$ cat config.mk
export PLATFORM = sky130hd
export DESIGN_NAME = rom_loader
export DESIGN_NICKNAME = d
export VERILOG_FILES = /design/src/rtl/rom_loader.sv
export SDC_FILE = /design/constraint.sdc
export NUM_CORES = 1
export LEC_CHECK = 0
export ABC_CLOCK_PERIOD_IN_PS = 4100
export CORE_ASPECT_RATIO = 1.2
export CORE_MARGIN = 1
export CORE_UTILIZATION = 54
export CTS_BUF_LIST = sky130_fd_sc_hd__clkbuf_8
export DETAILED_ROUTE_END_ITERATION = 12
export PLACE_DENSITY = 0.88
export SLEW_MARGIN = 20
export SYNTH_ARGS = -nofsm -noshare
export SYNTH_HDL_FRONTEND = slang
export SYNTH_SLANG_ARGS = --single-unit
$ cat constraint.sdc
create_clock -name clk -period 4.1 [get_ports clk]
set_clock_uncertainty 0.2 [all_clocks]
set_input_delay 0.82 -clock clk [delete_from_list [all_inputs] [get_ports clk]]
set_output_delay 0.82 -clock clk [all_outputs]
set_load 0.005 [all_outputs]
$ cat src/rtl/rom_loader.sv
// Boot loader: packs a byte stream into 32-bit little-endian words and writes them to the instruction RAM wrapper.
// Latency: 4 byte cycles + 1 write cycle per word (+2 readback cycles with ROM_LOADER_VERIFY_EN); done 1 cycle after the last write (or check).
// Backpressure: byte_ready_o is high only while collecting bytes; bytes offered in any other state stay with the sender.

`ifndef ROM_OP_READ
`define ROM_OP_READ 1'b0
`endif
`ifndef ROM_OP_WRITE
`define ROM_OP_WRITE 1'b1
`endif

module rom_loader #(
    parameter int                ADDR_W    = 32,
    parameter int                DATA_W    = 32,
    parameter logic [ADDR_W-1:0] BASE_ADDR = 32'h0000_0000,
    parameter int                CNT_W     = 20
) (
    input  logic              clk,
    input  logic              rst,
    input  logic              start_i,
    input  logic [CNT_W-1:0]  len_i,
    input  logic [7:0]        byte_i,
    input  logic              byte_valid_i,
    output logic              byte_ready_o,
    output logic [ADDR_W-1:0] rom_addr_o,
    output logic              rom_ce_o,
    output logic              rom_op_o,
    output logic [DATA_W-1:0] rom_wr_data_o,
    input  logic [DATA_W-1:0] rom_data_i,
    output logic              busy_o,
    output logic              done_o,
    output logic              error_o,
    output logic              cpu_hold_o
);

    typedef enum logic [2:0] {
        S_IDLE,
        S_COLLECT,
        S_WRITE,
        S_VERIFY_RD,
        S_VERIFY_CHK,
        S_DONE
    } state_t;

    state_t             state_q, state_n;
    logic [ADDR_W-1:0]  addr_q;
    logic [CNT_W-1:0]   remaining_q;
    logic [1:0]         byte_cnt_q;
    logic [23:0]        shift_q;
    logic [DATA_W-1:0]  wr_data_q;

    logic byte_xfer;
    logic last_word;
    logic advance;

    assign byte_xfer = byte_valid_i && byte_ready_o;
    assign last_word = (remaining_q == CNT_W'(1));

    // A word is finished once its write (and readback check, if enabled) cycle ends.
`ifdef ROM_LOADER_VERIFY_EN
    assign advance = (state_q == S_VERIFY_CHK);
`else
    assign advance = (state_q == S_WRITE);
`endif

    // State register.
    always_ff @(posedge clk) begin
        if (!rst) begin
            state_q <= S_IDLE;
        end else begin
            state_q <= state_n;
        end
    end

    // Next-state logic and wrapper/handshake outputs decoded from the state.
    always_comb begin
        state_n      = state_q;
        byte_ready_o = 1'b0;
        rom_ce_o     = 1'b0;
        rom_op_o     = `ROM_OP_READ;
        case (state_q)
            S_IDLE: begin
                if (start_i) begin
                    state_n = (len_i == '0) ? S_DONE : S_COLLECT;
                end
            end
            S_COLLECT: begin
                byte_ready_o = 1'b1;
                if (byte_valid_i && byte_cnt_q == 2'd3) begin
                    state_n = S_WRITE;
                end
            end
            S_WRITE: begin
                rom_ce_o = 1'b1;
                rom_op_o = `ROM_OP_WRITE;
`ifdef ROM_LOADER_VERIFY_EN
                state_n  = S_VERIFY_RD;
`else
                state_n  = last_word ? S_DONE : S_COLLECT;
`endif
            end
`ifdef ROM_LOADER_VERIFY_EN
            S_VERIFY_RD: begin
                rom_ce_o = 1'b1;
                rom_op_o = `ROM_OP_READ;
                state_n  = S_VERIFY_CHK;
            end
            S_VERIFY_CHK: begin
                state_n = last_word ? S_DONE : S_COLLECT;
            end
`endif
            S_DONE: begin
                state_n = S_IDLE;
            end
            default: begin
                state_n = S_IDLE;
            end
        endcase
    end

    // Datapath: load setup, little-endian byte packing, address/count advance.
    always_ff @(posedge clk) begin
        if (!rst) begin
            addr_q      <= '0;
            remaining_q <= '0;
            byte_cnt_q  <= '0;
            shift_q     <= '0;
            wr_data_q   <= '0;
        end else begin
            if (state_q == S_IDLE && start_i) begin
                byte_cnt_q <= '0;
                shift_q    <= '0;
                if (len_i != '0) begin
                    remaining_q <= len_i;
                    addr_q      <= BASE_ADDR;
                end
            end
            if (state_q == S_COLLECT && byte_xfer) begin
                byte_cnt_q <= byte_cnt_q + 2'd1;
                case (byte_cnt_q)
                    2'd0:    shift_q[7:0]   <= byte_i;
                    2'd1:    shift_q[15:8]  <= byte_i;
                    2'd2:    shift_q[23:16] <= byte_i;
                    default: wr_data_q      <= {byte_i, shift_q};
                endcase
            end
            if (advance) begin
                addr_q      <= addr_q + ADDR_W'(4);
                remaining_q <= remaining_q - CNT_W'(1);
            end
        end
    end

`ifdef ROM_LOADER_VERIFY_EN
    logic error_q;

    // Sticky readback mismatch flag, cleared when a non-empty load is accepted.
    always_ff @(posedge clk) begin
        if (!rst) begin
            error_q <= 1'b0;
        end else if (state_q == S_IDLE && start_i && len_i != '0) begin
            error_q <= 1'b0;
        end else if (state_q == S_VERIFY_CHK && rom_data_i != wr_data_q) begin
            error_q <= 1'b1;
        end
    end

    assign error_o = error_q;
`else
    logic unused_rom_data;
    assign unused_rom_data = ^rom_data_i;
    assign error_o         = 1'b0;
`endif

    assign rom_addr_o    = addr_q;
    assign rom_wr_data_o = wr_data_q;
    assign busy_o        = (state_q != S_IDLE);
    assign cpu_hold_o    = (state_q != S_IDLE);
    assign done_o        = (state_q == S_DONE);

endmodule
Yosys cells after proc, flatten, opt, wreduce, memory -nomap -nowiden
Index checks and enable logic that the tools add are counted.
{"block": "totals", "reg_bits": 113, "out_inout_bits": 71, "elab_cells": 55}
{"block": "op_classes", "n_addsub": 3, "n_eq_ne": 9, "mux": 20, "n_bitwise": 1, "reduce_logical": 16}
{"op": "two-way mux 32 bit", "count": 3}
{"op": "two-way mux 20 bit", "count": 3}
{"op": "two-way mux 24 bit", "count": 2}
{"op": "adder 32 x 3 -> 32 bit, second input constant", "count": 1}
{"op": "two-way mux 8 bit", "count": 3}
{"op": "equality test 20 x 1 -> 1 bit, second input constant", "count": 1}
{"op": "logical NOT 20 bit", "count": 1}
{"op": "nonzero test 20 bit", "count": 1}
{"op": "subtractor 20 x 1 -> 20 bit, second input constant", "count": 1}
{"op": "two-way mux 3 bit", "count": 4}
{"op": "one-hot mux 3 bit (3 select lines)", "count": 1}
{"op": "AND reduction 2 bit", "count": 3}
{"op": "nonzero test 2 bit", "count": 3}
{"op": "equality test 2 bit, second input constant", "count": 2}
{"op": "logical AND 1 bit", "count": 4}
{"op": "two-way mux 2 bit", "count": 2}
{"op": "!= test 2 bit, second input constant", "count": 2}
{"op": "equality test 3 x 1 -> 1 bit, second input constant", "count": 1}
{"op": "equality test 3 x 2 -> 1 bit, second input constant", "count": 1}
{"op": "equality test 3 bit, second input constant", "count": 1}
{"op": "logical NOT 3 bit", "count": 1}
{"op": "nonzero test 3 bit", "count": 1}
{"op": "OR reduction 3 bit", "count": 1}
{"op": "adder 2 x 1 -> 2 bit, second input constant", "count": 1}
{"op": "4 further kinds", "count": 5}

Depth between registers and ports, before layout
Gate-level depths: netlist of the first run.
{"block": "depth", "depth_word": 5, "depth_mapped": 8, "mapped_depth_nobuf": 7}

Least setup slack after synthesis of the first run
No wires, ideal clock.
{"block": "synth_path", "path_kind": "input to register", "startpoint": "in len_i[3]", "endpoint": "reg addr_q[25], in the netlist rom_addr_o[25]", "arrival_ps": 2437, "required_time_ps": 3799, "path_slack_ps": 1362, "stages": 6, "cell_sequence": "or4_1 > o21ai_1 > clkbuf_1 > clkbuf_1 > o2111ai_1 > o41ai_1"}
{"block": "synth_between", "elab_chain_len": 3}
{"element": "start: declaration", "line_no": "21", "rtl": "input logic [CNT_W-1:0] len_i,"}
{"element": "nonzero test 20 bit", "line_no": "133", "rtl": "if (len_i != '0) begin"}
{"element": "nonzero test 2 bit (no line)"}
{"element": "AND reduction 2 bit (no line)"}
{"element": "end signal: assignment", "line_no": "148", "rtl": "addr_q <= addr_q + ADDR_W'(4);"}
{"element": "end: declaration", "line_no": "46", "rtl": "logic [ADDR_W-1:0] addr_q;"}
No other way between the ends.
A chain may end at the register's enable or synchronous reset.

Final worst setup path of the first run
{"block": "layout_path", "startpoint": "reg state_q[0]", "endpoint": "out byte_ready_o"}
{"block": "layout_between", "elab_chain_len": 2}
{"element": "start: declaration", "line_no": "45", "rtl": "state_t state_q, state_n;"}
{"element": "start signal: assignment", "line_no": "71", "rtl": "state_q <= state_n;"}
{"element": "equality test 3 x 1 -> 1 bit", "line_no": "81", "rtl": "case (state_q)"}
{"element": "two-way mux 1 bit", "line_no": "81"}
{"element": "end: declaration", "line_no": "24", "rtl": "output logic byte_ready_o,"}
No other way between the ends.

==> results of run 1 <==
critical path: stages, from the launching register on:
cell and delay [ns]:
dfxtp_1 0.45, nor3b_1 0.65, clkdlybuf4s50_1 0.66
flip-flops by register name, indices dropped and copies added (netlist names):
register       count
remaining_q       20
state_q            3
shift_q           24
rom_wr_data_o     32
byte_cnt_q         2
rom_addr_o        30
layout by cell type (no fill, tap or decap), types with 4 or more instances in the layout:
cell             count
nor4_1               9
xnor2_1              5
nand4_1             14
nor3_1              19
nand2_1            119
ha_1                 7
o21a_1               6
nor2_1              25
o311ai_0             6
and3_1              13
a31oi_1              9
clkdlybuf4s50_1     99
inv_1               10
dfxtp_1            111
a21oi_1             83
o31ai_1              5
clkbuf_8             9
buf_4                9
nand3_1             50
or4_1                4
o21ai_0             17
layer usage:
layer	global-route usage, %	wire length (um)
met3	5.90	1020
met4	10.4	252
met1	32.4	4930
met2	48.0	6510
met5	0	0
report_power, final:
group	switching, mW	internal (mW)
combinational	0.104	0.0716
sequential	0.0165	1.10
clock	0.386	0.229
total	0.507	1.40
stage by stage:
stage	area (um2)	instances	setup slack [ns]	hold slack, ns
2_1_floorplan	4920	618	1.36	0.232
3_3_place_gp	5950	799	0.964	0.237
3_5_place_dp	5950	799	0.899	0.244
4_1_cts	6130	815	0.964	0.253
5_1_grt	6130	815	0.825	0.265
6_report	6130	815	0.949	0.250
worst paths after layout:
path              depth (start not counted)                end
setup / recovery                          2       byte_ready_o
hold / removal                            2  rom_wr_data_o[10]
setup reg to reg                          6     rom_addr_o[11]
hold reg to reg                           2  rom_wr_data_o[10]
kinds of logic (layout without fill, tap and decap cells):
group | Yosys count | in the layout | synth area share, %
compound gates | 156 | 156 | 19.2
xor+xnor | 8 | 8 | 1.43
fa+ha+maj | 7 | 7 | 1.78
buf+inv | 55 | 135 | 4.74
flops | 111 | 111 | 45.2
mux | 2 | 2 | 0.408
other cells | 1 | 3 | 0.0764
simple gates | 276 | 276 | 27.1
area by class of cell:
class / instances / area share, %
clock buffer: 9 / 2.02
clock inverter: 7 / 0.919
inverter: 11 / 0.756
multi-input combinational: 452 / 40.4
sequential: 111 / 36.3
tap: 117 / 2.39
timing repair buffer: 108 / 17.3
==> results.md, run 1 <==
- CTS tree: yes
- Core area: 8700 um2
- Worst vdd ir: 0.193 mV
- DRT Pass-1 Iters: 5
- Total power: 1.90 mW
- Filler cell count: 709
- Lkg Pwr: 2.01 nW
- Maximum clock path buffer count: 2
- Clk slew on worst S/H paths: 0.11 ns
- Final WL: 12.7 mm
- # setup viols final: 0
- Vias in the first global route: 4620
- # IOs: 135
- WL/cell: 15.6 um
- Max H-tree Level: 3
- Initial drt markers: 229
- HP Start: shift_q[10]
- Clock Latency Late Sink: 0.38 ns
- Overflow left after global routing: 0
- Crit end category: output pin
- Total Routing Usage GR: 27.5%
- IO buf count: 99
- Post-Syn Area per Cell: 7.97 um2
- F_max: 317 MHz
- Flops & latches, synth: 111
- Largest area contributor in the netlist: dfxtp_1
- TritonCTS Buffers: 9
- Yosys Warn Count: 0
- RSZ-0062 raised after global routing: false
- Worst hold path class: reg2reg
- TNS Setup: 0 ns
- Slew Limit Headroom: 39.4%
- First-pass GRT wire length: 20.7 mm
- Layout Utilization: 70.4%
- Seq/Total Area, Yosys: 45.2%
- HPWL after DPL: 8.95 mm
- Crit start category: register
- Time the worst path needs with I/O delays and setup: 3.15 ns
- Post-CTS Setup Inserts: 0
- Reg-to-reg slack, setup: 1.29 ns
- DRC violations left: 0
- Max Cap Viol: 0
- Unique masters post-synth: 57
- P&R area growth vs syn: 24.8%
- Die H: 106 um
- Initial antenna violation count: 0
- Post-synth ARST share: 0%
- Fin crit share: 76.9%
- Arr. time, crit path: 2.13 ns
- Register Area: 2220 um2
- Most used flip-flop cell after synthesis: dfxtp_1
- Final nets: 764
- Vias per inst: 6.10
- Largest net degree at the start of global routing: 56
- CTS Root Buffer Type: clkbuf_8
- Top cells by count, synth: nand2_1, dfxtp_1, a21oi_1
- Post_cts resized: 0
- Max-slew violations: 0
- Status: complete, no violations
- Max Fanout on Critical Path: 8
- CP Data Required Time: 3.08 ns
- Share of cells above drive strength 1: 4.58%
- Worst r2r src: state_q[1]
- Clock sink count: 111
- RD Place Congestion: 0.899
- Number of flops mapped to enable cells by yosys: 0
- Post-DRT Antenna Nets: 0
- # rows: 37
- Area of the multi-input gates: 2470 um2
- N_diodes: 0
- Hold Vio Cnt, Final: 0
- DIE AREA: 9480 um2
- Initial Util: 56.4%
- Die width: 89.1 um
- PD cells: 310 nW/um2
- Hold Buf Count CTS: 0
- Synth top area cells: dfxtp_1, nand2_1, a21oi_1
- Crit Path Class: reg2out
- Vias: 4969
- Worst Setup SP: state_q[0]
- Top-count cell post-synth: nand2_1
- Cell count after synthesis: 616
- Synthesized area: 4910 um2
- Synth top area share: 45.2%
- Worst Tran Pin Value: 0.906 ns
(Power assumes the default switching activity.)
==> inputs of run 2 (changes only) <==
- ABC_CLOCK_PERIOD_IN_PS: 4100 -> 2600
- CORE_UTILIZATION: 54 -> 45
- PLACE_DENSITY: 0.88 -> 0.79
- clock period: 4.1 -> 2.6 ns (I/O delays scaled with it)
==> results.md, run 2 (synthesis gave the netlist of run 1 again) <==
- PD cells: 483 nW/um2
- Largest net degree at the start of global routing: 34
- Core area: 10600 um2
- Fin crit share: 96.7%
- F_max: 398 MHz
- Vias: 4965
- Die H: 116 um
- IO buf count: 99
- DRC violations left: 0
- Crit Path Class: reg2out
- TritonCTS Buffers: 9
- Post-DRT Antenna Nets: 0
- Share of cells above drive strength 1: 8.53%
- Commonest non-fill, non-tap cell in the layout: nand2_1
- Status: complete, no violations
- Worst vdd ir: 0.282 mV
- Final nets: 793
- Critical Path, Cell by Cell: buf_4 -> or3_1 -> clkdlybuf4s50_1
- Max FFs per register: 32
- Psw: 794 uW
- Slowest-stage cell, CP: clkdlybuf4s50_1
- Crit end category: output pin
- Logic pwr share: 10.3%
- DRT Pass-1 Iters: 5
- HPWL after DPL: 9.35 mm
- Overflow left after global routing: 0
- Time the worst path needs with I/O delays and setup: 2.51 ns
- Vias in the first global route: 4691
- Max Cap Viol: 0
- Total Routing Usage GR: 23.2%
- CTS tree: yes
- Internal: 2.32 mW
- Slew Limit Headroom: 63.1%
- First-pass GRT wire length: 21.6 mm
- Placed cells: 837
- Initial antenna violation count: 0
- Clock sink count: 111
- Max Fanout on Critical Path: 6
- Crit start category: register
- Worst path bufs/invs: 2
- Seq pwr share: 56.2%
- Hold Vio Cnt, Final: 0
- # setup viols final: 0
- Maximum clock path buffer count: 2
- P&R area growth vs syn: 31.2%
- Max incr delay on CP: 0.49 ns
- RSZ-0062 raised after global routing: false
- WL/cell: 15.5 um
- Max H-tree Level: 3
- # rows: 41
- # IOs: 135
- Final WL: 13.3 mm
- Critical path's top delay family: buffers and inverters
- Vias per inst: 5.80
- Max-slew violations: 0
- Switching Fraction: 25.5%
- Clk slew on worst S/H paths: 0.10 ns
- Hold Buf Count CTS: 0
- Arr. time, crit path: 1.79 ns
- TNS Setup: 0 ns
- Layout Utilization: 61.0%
- N_diodes: 0
- Initial Util: 46.5%
- RD Place Congestion: 0.833
- Clock Latency Late Sink: 0.38 ns
- DIE AREA: 11300 um2
- Worst hold path class: reg2reg
- Non-filler instance count after layout: 856
- CP Data Required Time: 1.88 ns
- Die width: 97.4 um
- Initial drt markers: 283
- Worst Tran Pin Value: 0.552 ns
- Commonest cells after routing, fill and taps aside: nand2_1, dfxtp_1, clkdlybuf4s50_1
- Lkg Pwr: 2.18 nW
- CTS Root Buffer Type: clkbuf_8
- Clk pwr share: 33.5%
[run 2: cell type report]
| type | instances | area [um2] |
|---|---|---|
| fill | 939 | 4130 |
| multi-input combinational | 452 | 2480 |
| tap | 129 | 161 |
| clock inverter | 7 | 72.6 |
| clock buffer | 9 | 124 |
| timing repair buffer | 137 | 1340 |
| inverter | 11 | 46.3 |
| sequential | 111 | 2220 |
[run 2: routing by layer]
metal	part of all wire, %	global-route usage (%)	up-vias
li1	-	-	2413
met3	6.0	3.65	21
met4	2.0	9.80	0
met1	41	27.8	2341
met2	51	41.7	190
met5	0	0	-
[run 2: final timing paths]
check / start / end / slack (ns) / cells after the start
min: rom_wr_data_o[12] / rom_wr_data_o[12] / 0.26 / 2
max reg2reg: state_q[0] / rom_addr_o[27] / 0.17 / 7
max: state_q[0] / cpu_hold_o / 0.09 / 3
min reg2reg: rom_wr_data_o[12] / rom_wr_data_o[12] / 0.26 / 2
[run 2: repair_timing]
| action | 4_1_cts | 5_1_grt |
|---|---|---|
| cloned | 0 | 0 |
| buffers inserted | 0 | 4 |
| gates resized for setup | 0 | 1 |
| setup endpoints to repair | 2 | 4 |
| pin swaps | 0 | 0 |
[run 2: power by group through the flow]
stage	combinational, mW	clock (mW)	sequential [mW]
global route	0.348	1.13	1.76
finish	0.320	1.04	1.75
detailed placement	0.316	0	1.79
global placement	0.310	0	1.79
floorplan	0.161	0	1.78
CTS	0.317	1.06	1.75
[run 2: stage by stage]
step	worst slack (ns)	area [um2]	power [mW]	hold slack, ns
floorplan	0.162	4920	1.95	0.232
global placement	-0.103	6220	2.10	0.240
detailed placement	-0.179	6220	2.11	0.245
CTS	0.00716	6410	3.13	0.260
global route	0.0208	6440	3.23	0.278
finish	0.0857	6440	3.11	0.258
[run 2: tightest hold or removal path: stages (launching register included)]
cell	delay, ns
dfxtp_1	0.32
nand2_1	0.05
a21oi_1	0.05
==> inputs of run 3 (changes only) <==
- RECOVER_POWER: not set -> 50
==> results.md, run 3 (synthesis gave the netlist of run 1 again) <==
- # rows: 41
- N_diodes: 0
- DIE AREA: 11300 um2
- Layout Utilization: 60.9%
- Worst hold path class: reg2reg
- Final hold slack: 0.256 ns
- Worst Tran Pin Value: 0.568 ns
- DRT Pass-1 Iters: 6
- PD cells: 484 nW/um2
- Arr. time, crit path: 1.79 ns
- Reg-to-reg slack, setup: 0.17 ns
- F_max: 398 MHz
- Reg2Reg Depth: 7
- Post-DRT Antenna Nets: 0
- Commonest non-fill, non-tap cell in the layout: nand2_1
- HPWL after DPL: 9.35 mm
- Placed cells: 837
- RD Place Congestion: 0.833
- IO buf count: 99
- # IOs: 135
- DRC violations left: 0
- Hold Buf Count CTS: 0
- Final WL: 13.2 mm
- Crit start category: register
- # setup viols final: 0
- Vias in the first global route: 4691
- Core area: 10600 um2
- Time the worst path needs with I/O delays and setup: 2.51 ns
- Non-filler instance count after layout: 856
- Share of cells above drive strength 1: 8.39%
- Final nets: 793
- Initial drt markers: 283
- Die H: 116 um
- Fin crit share: 96.6%
- Area of the multi-input gates: 2480 um2
- Initial Util: 46.5%
- Overflow left after global routing: 0
- CP Data Required Time: 1.88 ns
- Crit Path Class: reg2out
- Status: complete, no violations
- Max H-tree Level: 3
- Worst Setup SP: state_q[0]
- TritonCTS Buffers: 9
- Total Routing Usage GR: 23.2%
- Crit path capture: cpu_hold_o
- Clk slew on worst S/H paths: 0.10 ns
- P&R area growth vs syn: 31.1%
- Max-slew violations: 0
- Worst r2r src: state_q[0]
- WL/cell: 15.5 um
- Max Cap Viol: 0
- Vias per inst: 5.81
- Commonest cells after routing, fill and taps aside: nand2_1, dfxtp_1, a21oi_1
- CTS Root Buffer Type: clkbuf_8
- Worst vdd ir: 0.281 mV
- Filler cell count: 941
- Max FFs per register: 32
- Initial antenna violation count: 0
- Largest net degree at the start of global routing: 34
- Vias: 4977
- Lkg Pwr: 2.37 nW
- Maximum clock path buffer count: 2
- End of the worst register-to-register path: rom_addr_o[27]
- Clock Latency Late Sink: 0.37 ns
- First-pass GRT wire length: 21.6 mm
- Register Area: 2220 um2
- Clock sink count: 111
- Die width: 97.4 um
- Slew Limit Headroom: 62.1%
- Crit end category: output pin
- RSZ-0062 raised after global routing: false
- Hold Vio Cnt, Final: 0
- Max Fanout on Critical Path: 6
- CTS tree: yes
## run 3: cell count changes in the layout (fill, tap and decap cells not counted)
cell | previous run | this run
buf_4 | 33 | 31
clkdlybuf4s50_1 | 99 | 46
clkbuf_2 | 0 | 1
dlygate4sd3_1 | 0 | 53
clkbuf_1 | 0 | 1
## run 3: worst min path at each step
stage                            from           endpoint  slack, ns  cells past startpoint
floorplan                  shift_q[0]   rom_wr_data_o[0]       0.23                      2
global placement          shift_q[16]  rom_wr_data_o[16]       0.24                      2
detailed placement        shift_q[13]  rom_wr_data_o[13]       0.24                      2
CTS                 rom_wr_data_o[27]  rom_wr_data_o[27]       0.26                      2
global route        rom_wr_data_o[12]  rom_wr_data_o[12]       0.28                      2
finish              rom_wr_data_o[27]  rom_wr_data_o[27]       0.26                      2
## run 3: report_power, final
part / total (mW) / internal, mW / switching, mW
Clock: 1.04 / 0.448 / 0.595
Sequential: 1.75 / 1.73 / 0.0243
Combinational: 0.319 / 0.144 / 0.175
Total: 3.11 / 2.32 / 0.794
## run 3: through the flow
step / power (mW) / setup WS (ns) / TNS, ns / area, um2
after global routing: 3.23 / 0.0208 / 0 / 6440
after detailed placement: 2.11 / -0.179 / -2.92 / 6220
after global placement: 2.10 / -0.103 / -0.675 / 6220
final: 3.11 / 0.0889 / 0 / 6440
after CTS: 3.13 / 0.00716 / 0 / 6410
after floorplan: 1.95 / 0.162 / 0 / 4920
## run 3: timing repair
| item | in CTS | in global routing |
|---|---|---|
| resized for setup | 0 | 1 |
| setup endpoints to repair | 2 | 4 |
| pin swaps | 0 | 0 |
| buffers inserted | 0 | 4 |
## run 3: layout make-up
| class | count | area share, % |
|---|---|---|
| Clock inverter | 7 | 1.13 |
| Tap cell | 129 | 2.51 |
| Inverter | 11 | 0.719 |
| Timing Repair Buffer | 137 | 20.7 |
| Multi-Input combinational cell | 452 | 38.5 |
| Sequential cell | 111 | 34.5 |
| Clock buffer | 9 | 1.92 |
## run 3: metal layers
metal / up-vias / GRT usage [%] / part of all wire (%)
met1: 2369 / 27.8 / 42
met4: 0 / 9.80 / 2.1
li1: 2413 / - / -
met5: - / 0 / 0
met3: 25 / 3.65 / 5.8
met2: 170 / 41.7 / 51
## run 3: worst max-delay path, cell delays in order, from the launching register on
cell and delay, ns:
dfxtp_1 0.32, buf_4 0.15, or3_1 0.46, clkdlybuf4s50_1 0.49
